**config.mk**
```make
export PLATFORM = sky130hd
export DESIGN_NAME = mem_arbiter_flat
export DESIGN_NICKNAME = d
export VERILOG_FILES = /design/src/rtl/mem_arbiter_if.sv /design/src/rtl/mem_arbiter.sv /design/src/flat_wrapper.sv
export SDC_FILE = /design/constraint.sdc
export NUM_CORES = 1
export LEC_CHECK = 0
export ABC_CLOCK_PERIOD_IN_PS = 2200
export BUFFER_PORTS_ARGS = -buffer_cell sky130_fd_sc_hd__buf_2
export CORE_MARGIN = 2
export CORE_UTILIZATION = 45
export CTS_BUF_LIST = sky130_fd_sc_hd__clkbuf_16
export DETAILED_ROUTE_END_ITERATION = 6
export MAX_ROUTING_LAYER = met4
export PLACE_DENSITY = 0.79
export SYNTH_ARGS = -nofsm -noshare
export SYNTH_HDL_FRONTEND = slang
export SYNTH_SLANG_ARGS = --single-unit
```
**constraint.sdc**
```tcl
create_clock -name clk -period 2.2 [get_ports clk]
set_clock_uncertainty 0.05 [all_clocks]
set_input_delay 0.44 -clock clk [delete_from_list [all_inputs] [get_ports clk]]
set_output_delay 0.44 -clock clk [all_outputs]
set_load 0.005 [all_outputs]
```
**src/rtl/mem_arbiter_if.sv**
```systemverilog
// Bundle between the shared-memory arbiter, its two requesters
// (instruction fetch and data access) and the memory it fronts.
interface mem_arbiter_if;
  logic        if_req;
  logic [15:0] if_addr;
  logic [15:0] if_rdata;
  logic        if_done;
  logic        dm_req;
  logic        dm_wr;
  logic [15:0] dm_addr;
  logic [15:0] dm_wdata;
  logic [15:0] dm_rdata;
  logic        dm_done;
  logic        halt;
  logic        halted;
  logic        mem_req;
  logic        mem_wr;
  logic [15:0] mem_addr;
  logic [15:0] mem_wdata;
  logic [15:0] mem_rdata;
  logic        mem_done;

  // arbiter view
  modport slave (
    input  if_req, if_addr, dm_req, dm_wr, dm_addr, dm_wdata, halt,
           mem_rdata, mem_done,
    output if_rdata, if_done, dm_rdata, dm_done, halted,
           mem_req, mem_wr, mem_addr, mem_wdata
  );

  // requester / memory view
  modport master (
    output if_req, if_addr, dm_req, dm_wr, dm_addr, dm_wdata, halt,
           mem_rdata, mem_done,
    input  if_rdata, if_done, dm_rdata, dm_done, halted,
           mem_req, mem_wr, mem_addr, mem_wdata
  );
endinterface

```
**src/rtl/mem_arbiter.sv**
```systemverilog
// Two-requester arbiter in front of a single-ported memory. Data accesses
// win ties, but a fetch is forced through after three consecutive data
// grants that passed over a waiting fetch.
//
// state  | meaning
// IDLE   | no transaction outstanding; grant decision on each edge
// FETCH  | fetch transaction outstanding, waiting for mem_done
// DATA   | load/store transaction outstanding, waiting for mem_done
// HALTED | quiesced after HALT; only rst leaves this state
module mem_arbiter (
  input logic          clk,
  input logic          rst,
  mem_arbiter_if.slave bus
);

  typedef enum logic [1:0] {IDLE, FETCH, DATA, HALTED} state_t;

  state_t     state, state_nxt;
  logic [1:0] skip_cnt, skip_nxt;
  logic       halt_pend, halt_pend_nxt;
  logic       if_elig, dm_elig;
  logic       grant_if, grant_dm, complete;

  assign bus.halted = (state == HALTED);

  // state, starvation counter and remembered halt
  always_ff @(posedge clk) begin
    if (rst) begin
      state     <= IDLE;
      skip_cnt  <= 2'd0;
      halt_pend <= 1'b0;
    end else begin
      state     <= state_nxt;
      skip_cnt  <= skip_nxt;
      halt_pend <= halt_pend_nxt;
    end
  end

  // grant decision and completion detection
  always_comb begin
    state_nxt     = state;
    skip_nxt      = skip_cnt;
    halt_pend_nxt = halt_pend;
    grant_if      = 1'b0;
    grant_dm      = 1'b0;
    complete      = 1'b0;
    // a requester whose done is showing is still holding its finished request
    if_elig       = bus.if_req & ~bus.if_done;
    dm_elig       = bus.dm_req & ~bus.dm_done;
    case (state)
      IDLE: begin
        if (bus.halt) begin
          state_nxt = HALTED;
        end else if (dm_elig && !(if_elig && skip_cnt == 2'd3)) begin
          grant_dm  = 1'b1;
          state_nxt = DATA;
          if (if_elig && skip_cnt != 2'd3) skip_nxt = skip_cnt + 2'd1;
        end else if (if_elig) begin
          grant_if  = 1'b1;
          state_nxt = FETCH;
          skip_nxt  = 2'd0;
        end
      end
      FETCH, DATA: begin
        if (bus.halt) halt_pend_nxt = 1'b1;
        if (bus.mem_done) begin
          complete      = 1'b1;
          state_nxt     = (bus.halt || halt_pend) ? HALTED : IDLE;
          halt_pend_nxt = 1'b0;
        end
      end
      HALTED: state_nxt = HALTED;
      default: state_nxt = IDLE;
    endcase
  end

  // memory request, captured transaction fields, read data and done pulses
  always_ff @(posedge clk) begin
    if (rst) begin
      bus.mem_req   <= 1'b0;
      bus.mem_wr    <= 1'b0;
      bus.mem_addr  <= 16'h0000;
      bus.mem_wdata <= 16'h0000;
      bus.if_rdata  <= 16'h0000;
      bus.dm_rdata  <= 16'h0000;
      bus.if_done   <= 1'b0;
      bus.dm_done   <= 1'b0;
    end else begin
      bus.mem_req <= grant_if | grant_dm;
      bus.if_done <= complete && (state == FETCH);
      bus.dm_done <= complete && (state == DATA);
      if (grant_dm) begin
        bus.mem_addr  <= bus.dm_addr;
        bus.mem_wdata <= bus.dm_wdata;
        bus.mem_wr    <= bus.dm_wr;
      end else if (grant_if) begin
        bus.mem_addr  <= bus.if_addr;
        bus.mem_wdata <= 16'h0000;
        bus.mem_wr    <= 1'b0;
      end
      if (complete && state == FETCH) bus.if_rdata <= bus.mem_rdata;
      // mem_wr still holds the data winner's direction; stores leave dm_rdata alone
      if (complete && state == DATA && !bus.mem_wr) bus.dm_rdata <= bus.mem_rdata;
    end
  end

endmodule

```
**src/flat_wrapper.sv**
```systemverilog
// flat-port wrapper written by rule: the top's interface ports become plain ports
module mem_arbiter_flat 
  (clk, rst, bus_if_req, bus_if_addr, bus_dm_req, bus_dm_wr, bus_dm_addr, bus_dm_wdata, bus_halt, bus_mem_rdata, bus_mem_done, bus_if_rdata, bus_if_done, bus_dm_rdata, bus_dm_done, bus_halted, bus_mem_req, bus_mem_wr, bus_mem_addr, bus_mem_wdata);
  mem_arbiter_if bus_i ();
  input logic clk;
  input logic rst;
  input wire logic [$bits(bus_i.if_req)-1:0] bus_if_req;
  input wire logic [$bits(bus_i.if_addr)-1:0] bus_if_addr;
  input wire logic [$bits(bus_i.dm_req)-1:0] bus_dm_req;
  input wire logic [$bits(bus_i.dm_wr)-1:0] bus_dm_wr;
  input wire logic [$bits(bus_i.dm_addr)-1:0] bus_dm_addr;
  input wire logic [$bits(bus_i.dm_wdata)-1:0] bus_dm_wdata;
  input wire logic [$bits(bus_i.halt)-1:0] bus_halt;
  input wire logic [$bits(bus_i.mem_rdata)-1:0] bus_mem_rdata;
  input wire logic [$bits(bus_i.mem_done)-1:0] bus_mem_done;
  output wire logic [$bits(bus_i.if_rdata)-1:0] bus_if_rdata;
  output wire logic [$bits(bus_i.if_done)-1:0] bus_if_done;
  output wire logic [$bits(bus_i.dm_rdata)-1:0] bus_dm_rdata;
  output wire logic [$bits(bus_i.dm_done)-1:0] bus_dm_done;
  output wire logic [$bits(bus_i.halted)-1:0] bus_halted;
  output wire logic [$bits(bus_i.mem_req)-1:0] bus_mem_req;
  output wire logic [$bits(bus_i.mem_wr)-1:0] bus_mem_wr;
  output wire logic [$bits(bus_i.mem_addr)-1:0] bus_mem_addr;
  output wire logic [$bits(bus_i.mem_wdata)-1:0] bus_mem_wdata;
  assign bus_i.if_req = bus_if_req;
  assign bus_i.if_addr = bus_if_addr;
  assign bus_i.dm_req = bus_dm_req;
  assign bus_i.dm_wr = bus_dm_wr;
  assign bus_i.dm_addr = bus_dm_addr;
  assign bus_i.dm_wdata = bus_dm_wdata;
  assign bus_i.halt = bus_halt;
  assign bus_i.mem_rdata = bus_mem_rdata;
  assign bus_i.mem_done = bus_mem_done;
  assign bus_if_rdata = bus_i.if_rdata;
  assign bus_if_done = bus_i.if_done;
  assign bus_dm_rdata = bus_i.dm_rdata;
  assign bus_dm_done = bus_i.dm_done;
  assign bus_halted = bus_i.halted;
  assign bus_mem_req = bus_i.mem_req;
  assign bus_mem_wr = bus_i.mem_wr;
  assign bus_mem_addr = bus_i.mem_addr;
  assign bus_mem_wdata = bus_i.mem_wdata;
  mem_arbiter u_core (.clk(clk), .rst(rst), .bus(bus_i));
endmodule
```
==> flow_metrics.env, run 1 <==
export IMPL_setup_viol=0
export IMPL_path_depth=5
export IMPL_crit_family="simple AND/OR/NAND/NOR gates"
export IMPL_drive_gt1_frac=0.382
export IMPL_total_power_uw=3750
export IMPL_ys_top_cells_by_count="73 x dfxtp_1, 70 x nand2_1, 38 x a21oi_1"
export IMPL_slew_viol_final=0
export IMPL_ctsHoldBuffers=0
export IMPL_grt_pass1_vias=2226
export IMPL_antennaDiodeCount=0
export IMPL_cp_arrival_ns=2.00
export IMPL_dp_cells=487
export IMPL_drt_iter0_drc=115
export IMPL_totalNegativeSetupSlack_ns=0
export IMPL_routed_via_density=4.95
export IMPL_async_flop_share=0
export IMPL_syn_inst=286
export IMPL_dieArea_mm2=0.00684
export IMPL_hold_viol=0
export IMPL_layout_setup_ws_ns=0.380
export IMPL_cts_sinks=73
export IMPL_grt_overflow=0
export IMPL_final_fill_count=530
export IMPL_syn_to_final_growth_pct=34.6
export IMPL_drv_cap=0
export IMPL_synth_distinct_cells=35
export IMPL_worstPathCellList="inv_1, ha_1, nor2b_4, nand3b_1, o2bb2ai_1"
export IMPL_portBuffers=139
export IMPL_row_count=28
export IMPL_vdd_drop_max_mv=0.528
export IMPL_grt_pass1_wl_mm=10.1
export IMPL_place_gp_congestion=0.805
export IMPL_path_max_fanout=17
export IMPL_min_period_over_period=0.827
export IMPL_critical_path_class="flop to flop"
export IMPL_critical_path_buf_inv_count=1
export IMPL_cts_resized=0
export IMPL_place_area_mm2=0.00350
export IMPL_pre_cts_ws_ns=0.431
export IMPL_clock_latency_ns=0.32
export IMPL_final_nets=500
export IMPL_die_x_um=82.7
export IMPL_synthMostInstantiatedCell="dfxtp_1"
export IMPL_fin_area_mm2=0.00375
export IMPL_fin_cells=502
export IMPL_cp_required_ns=2.38
export IMPL_wl_per_cell_um=13.6
export IMPL_syn_nets=363
export IMPL_synth_edf_count=0
export IMPL_rsz0062_at_grt="false"
export IMPL_crit_path_end_kind="flop"
export IMPL_vias=2484
export IMPL_synthTopCellsByArea="dfxtp_1 52%, nand2_1 9.4%, a21oi_1 6.8%"
export IMPL_relSlewSlack=0.516
export IMPL_crit_slowest_cell="nand3b_1"
export IMPL_hpwl_mm=4.91
export IMPL_cts_tree="done"
export IMPL_die_height_um=82.7
export IMPL_final_antenna_net_count=0
export IMPL_wirelength_mm=6.82
export IMPL_ys_ff_latch=73
export IMPL_antenna_found_initial=0
export IMPL_yosysTopAreaCell="dfxtp_1"
export IMPL_min_path_type="primary input to flop"
export IMPL_numCtsBuffers=9
export IMPL_htree_levels=3
export IMPL_min_path_cells=2
export IMPL_start_util=0.468
export IMPL_slowest_delay_ns=0.53
export IMPL_cp_start_kind="flop"
export IMPL_post_cts_repair_setup_buffers=0
export IMPL_synth_warnings=0
export IMPL_leakage_uw=0.00188
export IMPL_cts_buffer_depth=2
export IMPL_outcome="finished, final reports clean"
export IMPL_synth_area_per_cell_um2=9.75
export IMPL_root_buffer="clkbuf_16"
export IMPL_p_per_area_mw_per_mm2=999
export IMPL_min_period_ns=1.82
export IMPL_netlist_area_leader_share=0.524
export IMPL_path_clk_slew_ns=0.06
export IMPL_dr_pass1_iters=4
export IMPL_grt_use_total=0.201
export IMPL_rr_worst_depth=5
export IMPL_drc=0
export IMPL_synth_area_mm2=0.00279
export IMPL_fmax_mhz=549
export IMPL_worstMarginPinSlew_ns=0.723
export IMPL_io_pins=140
export IMPL_grt_start_max_net_pins=40
export IMPL_core_area_mm2=0.00596
export IMPL_synth_flop_cell="dfxtp_1"
export IMPL_seq_area_frac_synth=0.524
-- area by class of cell --
cell class / count / area [um2] / area share
Sequential cell: 73 / 1460 / 0.390
Multi-Input combinational cell: 191 / 1190 / 0.319
Timing Repair Buffer: 144 / 733 / 0.195
Clock buffer: 9 / 225 / 0.0600
Tap cell: 75 / 93.8 / 0.0250
Clock inverter: 6 / 27.5 / 0.00734
Inverter: 4 / 15.0 / 0.00400
-- worst paths after layout --
kind	from	to	slack [ns]
setup / recovery	u_core.state[0]	u_core.bus.mem_addr[13]	0.38
hold / removal	bus_dm_wdata[13]	u_core.bus.mem_wdata[13]	0.28
setup reg to reg	u_core.state[0]	u_core.bus.mem_addr[13]	0.38
hold reg to reg	u_core.bus.if_rdata[12]	u_core.bus.if_rdata[12]	0.40
-- registers in the layout (all words and copies together), names as in the netlist --
name and count:
u_core.skip_cnt 2, u_core.state 2, u_core.bus.dm_done 1, u_core.bus.mem_wdata 16, u_core.bus.mem_wr 1, u_core.bus.mem_addr 16, u_core.bus.if_done 1, u_core.bus.if_rdata 16
u_core.halt_pend 1, u_core.bus.dm_rdata 16, u_core.bus.mem_req 1
-- placed cells by master, fill, tap and decap left out, types with 2 or more instances in the layout --
master     instances
a211oi_1           3
a21oi_1           38
a22o_1            17
and3_1             2
buf_2            139
buf_4              5
clkbuf_16          9
clkinv_1           3
dfxtp_1           73
ha_1               6
inv_1              4
mux2i_1           16
nand2_1           70
nand2b_1           3
nand3_1            2
nor2_1             2
o21ai_0            2
o2bb2ai_1         16
-- stage by stage --
stage	util	hold WS (ns)
3_3_place_gp	0.587	0.390
6_report	0.630	0.278
2_1_floorplan	-	0.386
5_1_grt	0.630	0.272
3_5_place_dp	0.587	0.394
4_1_cts	0.630	0.268
-- logic make-up (layout without fill, tap and decap cells) --
| group | Yosys count | after routing | share of synthesized area |
|---|---|---|---|
| and+or+nand+nor | 90 | 90 | 0.152 |
| AOI/OAI and AO/OA | 79 | 79 | 0.192 |
| DFF | 73 | 73 | 0.524 |
| buffers and inverters | 22 | 163 | 0.0471 |
| muxes | 16 | 16 | 0.0574 |
| adders and majority gates | 6 | 6 | 0.0269 |
-- routing by layer --
layer  global-route usage  routed length [um]  vias to the layer above
met5                    -                   0                        -
met4                0.116                 135                        0
met3               0.0370                 352                       10
met2                0.319                3270                       67
met1                0.239                3060                     1141
li1                     -                   -                     1266
-- power breakdown --
part / switching [uW] / internal [uW] / leakage (uW)
registers: 98.1 / 1500 / 0.000593
clock network: 500 / 737 / 0.000125
logic: 504 / 408 / 0.00116
No activity file was read; power rests on OpenSTA's default activity.
==> inputs of run 2 (changes only) <==
--- a/config.mk
+++ b/config.mk
@@ -5,14 +5,15 @@
 export SDC_FILE = /design/constraint.sdc
 export NUM_CORES = 1
 export LEC_CHECK = 0
-export ABC_CLOCK_PERIOD_IN_PS = 2200
+export ABC_AREA = 1
+export ABC_CLOCK_PERIOD_IN_PS = 1510
 export BUFFER_PORTS_ARGS = -buffer_cell sky130_fd_sc_hd__buf_2
 export CORE_MARGIN = 2
-export CORE_UTILIZATION = 45
+export CORE_UTILIZATION = 42
 export CTS_BUF_LIST = sky130_fd_sc_hd__clkbuf_16
 export DETAILED_ROUTE_END_ITERATION = 6
 export MAX_ROUTING_LAYER = met4
-export PLACE_DENSITY = 0.79
+export PLACE_DENSITY = 0.76
 export SYNTH_ARGS = -nofsm -noshare
 export SYNTH_HDL_FRONTEND = slang
 export SYNTH_SLANG_ARGS = --single-unit
==> constraint.sdc (replaced) <==
create_clock -name clk -period 1.51 [get_ports clk]
set_clock_uncertainty 0.05 [all_clocks]
set_input_delay 0.302 -clock clk [delete_from_list [all_inputs] [get_ports clk]]
set_output_delay 0.302 -clock clk [all_outputs]
set_load 0.005 [all_outputs]
==> run 2 against run 1 <==
Net effect: the flow now finishes with violations (setup timing); sequential cell count did not move; worst hold slack got worse by 0.11 ns; worst setup slack lost 0.41 ns; sequential power grew 51%; die area up 16%; clock power is 50% higher; utilization increased by 0.26 points; non-clock buffer count is 14 higher; synthesized area is 8.7% higher; register-to-register slack lost 0.41 ns; synthesized cell count up 42%; clock-buffer cell count unchanged; critical path type unchanged; critical endpoint unchanged.
==> flow_metrics.env, run 2 <==
export IMPL_grt_pass1_wl_mm=12.1
export IMPL_final_nets=634
export IMPL_synthTopCellsByArea="dfxtp_1 48%, nand2_1 15%, nand3_1 6.1%"
export IMPL_cp_arrival_ns=1.76
export IMPL_min_period_ns=1.54
export IMPL_power_switching_uw=1990
export IMPL_pre_cts_ws_ns=-0.168
export IMPL_ctsHoldBuffers=0
export IMPL_io_pins=140
export IMPL_synth_area_mm2=0.00303
export IMPL_grt_start_max_net_pins=34
export IMPL_routed_via_density=4.75
export IMPL_fin_util=0.632
export IMPL_syn_nets=484
export IMPL_drt_iter0_drc=149
export IMPL_wirelength_mm=8.33
export IMPL_dieArea_mm2=0.00791
export IMPL_seq_area_frac_synth=0.482
export IMPL_row_count=30
export IMPL_grt_pass1_vias=2838
export IMPL_vdd_drop_max_mv=0.804
export IMPL_cts_tree="done"
export IMPL_synth_edf_count=0
export IMPL_synth_area_per_cell_um2=7.44
export IMPL_hold_start="bus_mem_rdata[14]"
export IMPL_power_frac_seq=0.391
export IMPL_leakage_uw=0.00223
export IMPL_syn_to_final_growth_pct=43.4
export IMPL_antenna_found_initial=0
export IMPL_min_path_cells=3
export IMPL_netlist_area_leader_share=0.482
export IMPL_relSlewSlack=0.781
export IMPL_clock_latency_ns=0.32
export IMPL_hpwl_mm=5.66
export IMPL_cp_start_kind="flop"
export IMPL_internal_power_uw=4200
export IMPL_drv_cap=0
export IMPL_path_clk_slew_ns=0.06
export IMPL_vias=3124
export IMPL_switching_share=0.322
export IMPL_worstSetupStartpoint="u_core.state[1]"
export IMPL_min_period_over_period=1.02
export IMPL_critical_path_class="flop to flop"
export IMPL_htree_levels=3
export IMPL_antennaDiodeCount=0
export IMPL_path_max_fanout=8
export IMPL_p_per_area_mw_per_mm2=1430
export IMPL_cp_required_ns=1.73
export IMPL_layout_setup_ws_ns=-0.0344
export IMPL_worstPathCellList="inv_2, ha_4, inv_2, nor2_4, nand2_4, buf_6, a21oi_4, clkbuf_16, nand3_1, nand2_1"
export IMPL_timing_rr_end="u_core.bus.mem_addr[13]"
export IMPL_violations="setup timing"
export IMPL_slew_viol_final=0
export IMPL_totalNegativeSetupSlack_ns=-0.284
export IMPL_dr_pass1_iters=4
export IMPL_rsz0062_at_grt="true"
export IMPL_final_common_cell="buf_2"
export IMPL_synth_warnings=0
export IMPL_slowest_delay_ns=0.32
export IMPL_core_area_mm2=0.00687
export IMPL_die_height_um=88.9
export IMPL_crit_top_cell="inv_2"
export IMPL_comb_power_share=0.308
export IMPL_hold_viol=0
export IMPL_syn_inst=407
export IMPL_drc=0
export IMPL_r2r_slack_ns=-0.03
export IMPL_ys_ff_latch=73
export IMPL_power_frac_clock=0.301
export IMPL_worstMarginPinSlew_ns=0.328
export IMPL_drive_gt1_frac=0.381
export IMPL_place_gp_congestion=0.827
export IMPL_start_util=0.441
export IMPL_wl_per_cell_um=12.7
export IMPL_grt_overflow=0
export IMPL_setup_viol=15
export IMPL_ys_top_cells_by_count="119 x nand2_1, 73 x dfxtp_1, 43 x nor2_1"
export IMPL_root_buffer="clkbuf_16"
export IMPL_async_flop_share=0
export IMPL_synth_distinct_cells=24
export IMPL_numCtsBuffers=9
export IMPL_crit_slowest_cell="dfxtp_2"
export IMPL_fmax_mhz=648
export IMPL_portBuffers=139
export IMPL_final_cell_mix="139 x buf_2, 117 x nand2_1, 71 x dfxtp_1, 32 x nor2_1, 28 x nand3_1"
export IMPL_final_antenna_net_count=0
export IMPL_die_x_um=88.9
export IMPL_timing_rr_start="u_core.state[1]"
export IMPL_synth_flop_cell="dfxtp_1"
export IMPL_cts_sinks=73
export IMPL_outcome="finished with violations"
export IMPL_grt_use_total=0.202
export IMPL_rr_worst_depth=10
export IMPL_yosysTopAreaCell="dfxtp_1"
export IMPL_cts_buffer_depth=2
export IMPL_crit_end="u_core.bus.mem_addr[13]"
export IMPL_synthMostInstantiatedCell="nand2_1"
export IMPL_min_path_type="primary input to flop"
export IMPL_crit_path_end_kind="flop"
==> run 2: changes by cell type in the layout (fill, tap and decap cells not counted), sizes merged, moves of 17 or more <==
cell,delta
a21oi,-19
nor2,+42
nand3,+35
a22o,-17
nand2,+52
inv,+26
o21ai,+32
==> run 2: worst max-delay path, delay by kind of cell, from the launching register on <==
family	cells	cell delay [ns]
fa+ha+maj	1	0.14
flops	1	0.32
simple gates	4	0.34
buf+inv	4	0.44
compound gates	1	0.19
==> run 2: kinds of logic after synthesis <==
kind of cell               synth area share
buffers and inverters                0.0801
adders and majority gates            0.0248
and+or+nand+nor                       0.320
AOI/OAI and AO/OA                    0.0929
DFF                                   0.482
==> run 2: cell type report <==
cell class,instances,area [um2]
inverters,32,151
repair inverters,1,8.76
clock inverters,6,35.0
well taps,96,120
clock buffers,9,225
flip-flops and latches,73,1460
fillers,617,2520
repair buffers,158,897
multi-input cells,282,1440
==> run 2: layer usage <==
| layer | up-vias | part of all wire | global-route usage |
|---|---|---|---|
| met2 | 117 | 0.49 | 0.343 |
| li1 | 1596 | - | - |
| met1 | 1407 | 0.43 | 0.228 |
| met3 | 4 | 0.075 | 0.0693 |
| met5 | - | 0 | - |
| met4 | 0 | 0.0041 | 0.0496 |
==> run 2: worst min-delay path by stage <==
stage                               to
6_report       u_core.bus.dm_rdata[14]
5_1_grt         u_core.bus.dm_rdata[3]
4_1_cts        u_core.bus.dm_rdata[14]
3_5_place_dp    u_core.bus.mem_addr[2]
3_3_place_gp    u_core.bus.mem_addr[8]
2_1_floorplan   u_core.bus.dm_rdata[0]
==> run 2: what timing repair did <==
| action | in CTS | in global routing |
|---|---|---|
| pin swaps | 0 | 5 |
| gates resized for setup | 5 | 39 |
| buffers inserted | 1 | 2 |
| gates cloned | 0 | 2 |
| hold endpoints to repair | 0 | 0 |
| setup endpoints to repair | 51 | 66 |
==> run 2: metrics by stage <==
step	total power, uW	instances	instance area (um2)	hold WS (ns)
finish	6200	657	4340	0.171
global placement	4050	637	3860	0.384
CTS	6030	653	4160	0.161
floorplan	3400	407	3030	0.387
global route	6570	657	4340	0.175
detailed placement	4090	637	3860	0.386
==> run 2: power groups by stage <==
| stage | clock network, uW | registers [uW] | logic [uW] |
|---|---|---|---|
| floorplan | 0 | 2480 | 926 |
| global placement | 0 | 2440 | 1610 |
| detailed placement | 0 | 2450 | 1640 |
| CTS | 1910 | 2410 | 1710 |
| global route | 2000 | 2460 | 2120 |
| finish | 1860 | 2420 | 1910 |
